--- src/rtl/pipelined_mac_frame.sv ---
// rtl/pipelined_mac_frame.sv - framed, pipelined multiply-accumulate engine with sticky overflow
module pipelined_mac_frame #(
    parameter int DATA_W   = 8,
    parameter int ACC_W    = 18,
    parameter int LEN_W    = 8,
    parameter int SIGNED   = 0,
    parameter int SATURATE = 1
) (
    input  logic              clock,
    input  logic              reset,
    input  logic              start,
    input  logic [LEN_W-1:0]  len,
    input  logic              in_valid,
    output logic              in_ready,
    input  logic [DATA_W-1:0] in1,
    input  logic [DATA_W-1:0] in2,
    output logic [ACC_W-1:0]  out,
    output logic              out_ovf,
    output logic              out_valid,
    output logic              busy
);

    localparam int PW = 2 * DATA_W;
    localparam bit IS_SIGNED = (SIGNED != 0);
    localparam bit IS_SAT = (SATURATE != 0);
    localparam logic [ACC_W-1:0] U_MAX = {ACC_W{1'b1}};
    localparam logic [ACC_W-1:0] S_MAX = {1'b0, {(ACC_W-1){1'b1}}};
    localparam logic [ACC_W-1:0] S_MIN = {1'b1, {(ACC_W-1){1'b0}}};

    typedef enum logic [1:0] {
        IDLE  = 2'd0,
        RUN   = 2'd1,
        DRAIN = 2'd2
    } state_t;

    state_t            state, state_nx;
    logic [LEN_W-1:0]  remaining;
    logic [DATA_W-1:0] a, b;
    logic              s1_valid;
    logic [PW-1:0]     p;
    logic              p_valid;
    logic [ACC_W-1:0]  acc;
    logic              ovf;

    logic              accept, frame_arm, drain_done;
    logic [PW-1:0]     a_x, b_x, prod;
    logic [ACC_W-1:0]  p_ext, sat_val, acc_nx;
    logic [ACC_W:0]    sum_w;
    logic              term_ovf;

    assign in_ready   = (state == RUN);
    assign busy       = (state != IDLE);
    assign accept     = in_valid && in_ready;
    assign frame_arm  = (state == IDLE) && start;
    assign drain_done = (state == DRAIN) && !s1_valid && !p_valid;

    always_comb begin
        state_nx = state;
        case (state)
            IDLE:    if (start) state_nx = (len != '0) ? RUN : DRAIN;
            RUN:     if (accept && remaining == LEN_W'(1)) state_nx = DRAIN;
            DRAIN:   if (!s1_valid && !p_valid) state_nx = IDLE;
            default: state_nx = IDLE;
        endcase
    end

    always_ff @(posedge clock or posedge reset) begin
        if (reset) state <= IDLE;
        else       state <= state_nx;
    end

    // Operands are extended to the full product width, so one truncated multiply serves both modes.
    assign a_x  = {{DATA_W{IS_SIGNED && a[DATA_W-1]}}, a};
    assign b_x  = {{DATA_W{IS_SIGNED && b[DATA_W-1]}}, b};
    assign prod = a_x * b_x;

    assign p_ext = ACC_W'(p) | ((IS_SIGNED && p[PW-1]) ? ({ACC_W{1'b1}} << PW) : '0);
    assign sum_w = {1'b0, acc} + {1'b0, p_ext};

    always_comb begin
        term_ovf = 1'b0;
        sat_val  = U_MAX;
        if (IS_SIGNED) begin
            term_ovf = (acc[ACC_W-1] == p_ext[ACC_W-1]) && (sum_w[ACC_W-1] != acc[ACC_W-1]);
            sat_val  = acc[ACC_W-1] ? S_MIN : S_MAX;
        end else begin
            term_ovf = sum_w[ACC_W];
        end
        acc_nx = (term_ovf && IS_SAT) ? sat_val : sum_w[ACC_W-1:0];
    end

    always_ff @(posedge clock or posedge reset) begin
        if (reset) begin
            remaining <= '0;
            a         <= '0;
            b         <= '0;
            s1_valid  <= 1'b0;
            p         <= '0;
            p_valid   <= 1'b0;
            acc       <= '0;
            ovf       <= 1'b0;
            out       <= '0;
            out_ovf   <= 1'b0;
            out_valid <= 1'b0;
        end else begin
            if (frame_arm)   remaining <= len;
            else if (accept) remaining <= remaining - LEN_W'(1);

            s1_valid <= accept;
            if (accept) begin
                a <= in1;
                b <= in2;
            end

            p       <= prod;
            p_valid <= s1_valid;

            if (frame_arm) begin
                acc <= '0;
                ovf <= 1'b0;
            end else if (p_valid) begin
                acc <= acc_nx;
                ovf <= ovf | term_ovf;
            end

            out_valid <= drain_done;
            if (drain_done) begin
                out     <= acc;
                out_ovf <= ovf;
            end
        end
    end

endmodule
--- config.mk ---
export PLATFORM = sky130hd
export DESIGN_NAME = pipelined_mac_frame
export DESIGN_NICKNAME = d
export VERILOG_FILES = /design/src/rtl/pipelined_mac_frame.sv
export SDC_FILE = /design/constraint.sdc
export NUM_CORES = 1
export LEC_CHECK = 0
export CAP_MARGIN = 20
export CORE_ASPECT_RATIO = 0.9
export CORE_MARGIN = 1.5
export CORE_UTILIZATION = 60
export CTS_CLUSTER_SIZE = 20
export DETAILED_ROUTE_END_ITERATION = 8
export PLACE_DENSITY = 0.81
export SETUP_SLACK_MARGIN = 0.3
export SLEW_MARGIN = 40
export SYNTH_ARGS = -nofsm -noshare
export SYNTH_HDL_FRONTEND = slang
export SYNTH_SLANG_ARGS = --single-unit
--- constraint.sdc ---
create_clock -name clock -period 11.3 [get_ports clock]
set_clock_uncertainty 0.2 [all_clocks]
set_input_delay 2.26 -clock clock [delete_from_list [all_inputs] [get_ports clock]]
set_output_delay 2.26 -clock clock [all_outputs]
set_load 0.05 [all_outputs]
==> key figures <==
CTS
  – Skew-Pair Late Insertion Delay: approximately 340 ps
  – Post-CTS Setup Bufs: 0
  – Clock Path Buffers: 2
  – CTS Buf Count: 9
  – Clock-pin slew on the worst setup and hold paths: approximately 60 ps
  – Hold buffer count at cts: 0
  – H-tree Lvls: 3
  – CTS resizes: 0
  – CTS sink cnt: 83
  – TritonCTS clock tree: done
  – CTS root buf: clkbuf_16

STA
  – Final TNS setup: 0 ps
  – Final hold violation count: 0
  – Unrepaired setup endpoints after global routing: false
  – Setup slack after layout: 6416 ps
  – Rel. slew slack: 46.82%
  – Worst slew pin tran: 797.6 ps
  – Fin Hold WS: 236.6 ps
  – Slew Limit Fails: 0
  – Crit share post-route: a little over two fifths
  – Final worst path period need: approximately 4900 ps
  – Fmax: roughly 0.2 GHz
  – Final Setup Violations: 0

Synthesis
  – Synth Instances: between 600 and 700
  – Warnings, synthesis: 0
  – Ys async rst share: 100.0%
  – Synth Cell Area: around 6100 um2
  – Ys flop type: dfrtp_1
  – Synth cell types: 56
  – EDFF count, synth: 0
  – Mapped Nets: 744
  – Seq cells post-synth: 83
  – Synth Area per Inst: between 9 and 10 um2
  – Sequential area share after synthesis: between 30% and 40%

Worst setup path
  – Req. time, crit path: roughly 11,000 ps
  – Startpoint type of the worst setup path: flip-flop
  – Crit path DAT: 4910 ps
  – Critical path class: flip-flop to flip-flop
  – Worst path bufs/invs: 4
  – CP Cell Sequence: and2_1 -> fa_1 -> inv_1 -> fa_1 -> inv_1 -> fa_1 -> inv_1 -> fa_1 -> inv_1 -> ha_1 -> o21a_1 -> o31a_1 -> o211ai_1 -> a21oi_1 -> a2111oi_2 -> a21oi_1 -> xnor2_1
  – Delay of the slowest critical-path stage: 530 ps
  – Worst path top cell family by delay: adder cells
  – Slowest cell on the critical path: fa_1
  – CP Capture Type: flip-flop
  – Max FO, Critical Path: 9

Detailed routing
  – DR WL/cell: 15.52 um
  – Drt first-iter violations: 166
  – Routed via count: 4,519
  – DR vias/cell: 5.656
  – Remaining DRCs: 0
  – Drt first pass iters: 6
  – Post-DRT Antenna Nets: 0
  – Total Wirelength: roughly 12 mm

Place
  – Pre-CTS WS: approximately 6400 ps
  – Placed Area: roughly 6700 um2
  – HPWL Detailed: 9.345 mm
  – Final RePlAce weighted congestion: 0.9004
  – PortBufs: 49

Cells and area
  – Diodes inserted: 0
  – Commonest non-fill, non-tap cell in the layout: nand2_1
  – Area growth syn-to-layout: 14.38%
  – Share of layout cells above drive strength 1: under 10%
  – Design area: roughly 7000 um2
  – Most frequent cells in the layout: 90 x nand2_1, 82 x dfrtp_1, 57 x inv_1
  – Final #Nets: between 700 and 800

Global routing
  – Vias in the first global route: between 4,000 and 5,000
  – Initial antenna violation count: 0
  – First-pass GRT wire length: 21.21 mm
  – Largest net degree at the start of global routing: 84
  – GRT overflow: 0
  – GRT Util Overall: around a quarter

Run
  – Max cap viols: 0

Die
  – Rows: 34
  – Die W: roughly 110 um
  – Core box area: between 9000 and 10,000 um2
  – Die height: 98.73 um
  – Initial Util: ~62%
  – Top Ports: 50
  – Die area: ~11,000 um2

Run status
  – Status: complete, no violations

Worst hold path
  – Hold Crit Class: flip-flop to flip-flop
## cell usage after synthesis (4+ instances only)
master	number	share of area, %
nand2_1	90	5.5
dfrtp_1	83	34
inv_1	58	3.6
ha_1	54	11
and2_1	48	4.9
fa_1	37	12
nor2_1	34	2.1
o21ai_0	24	2.0
mux2_2	20	3.7
a21oi_1	18	1.5
xnor2_1	18	2.6
clkbuf_1	13	0.80
mux2i_1	12	2.0
nor3_1	11	0.90
nand3_1	9	0.74
a211oi_1	7	0.86
nand2b_1	7	0.72
o21a_1	6	0.74
o21ai_2	6	0.86
nor2b_1	5	0.51
nor4_1	5	0.51
a221o_1	4	0.66
nand3b_1	4	0.49
or2_2	4	0.41
xor2_1	4	0.57
## routing by layer
layer,share of wire [%],global-route usage [%],vias to the layer above
li1,-,-,2184
met3,3.8,4.828,15
met1,46,33.28,2220
met2,49,42.04,100
met4,1.4,7.293,0
met5,0,0,-
## logic make-up (layout without fill, tap and decap cells)
family | count (synthesis) | after routing | synth area share (%)
AOI/OAI and AO/OA | 93 | 93 | 10.81
xor gates and xnor gates | 22 | 22 | 3.154
adders and majority gates | 91 | 91 | 23.18
buffers and inverters | 76 | 124 | 5.099
DFF | 83 | 83 | 34.00
muxes | 32 | 32 | 5.652
and+or+nand+nor | 228 | 228 | 18.10
## through the flow
step | utilization, % | std cells
2_1_floorplan | - | 625
3_3_place_gp | 68.40 | 785
3_5_place_dp | 68.45 | 785
4_1_cts | 71.42 | 799
5_1_grt | 71.42 | 799
6_report | 71.42 | 799
## state kept, by name, summed over array words and instances, names as in the netlist
name / count
state: 2
out_valid: 1
acc: 18
out_ovf: 1
b: 8
s1_valid: 1
p_valid: 1
out: 18
remaining: 8
ovf: 1
p: 16
a: 8
## area by class of cell
cell class / count / area, um2
Timing Repair Buffer: 52 / 516.7
Multi-Input combinational cell: 466 / 3726
Fill cell: 729 / 2796
Clock buffer: 10 / 239.0
Tap cell: 126 / 157.7
Sequential cell: 83 / 2078
Inverter: 58 / 219.0
Clock inverter: 4 / 51.30
## path summary, 6_finish.rpt
kind                                endpoint  cells after the start  slack (ps)  startpoint
worst max-delay path                   p[15]                     17        6420        b[4]
worst min-delay path                 p_valid                      0         240    s1_valid
worst max register to register         p[15]                     17        6420        b[4]
worst min register to register       p_valid                      0         240    s1_valid
max in group asynchronous               p[8]                      3        8140       reset
min in group asynchronous       remaining[2]                      3        2230       reset
Power is not shown: default switching activity piles up to over one toggle a cycle in this logic, so the estimate is an artifact.
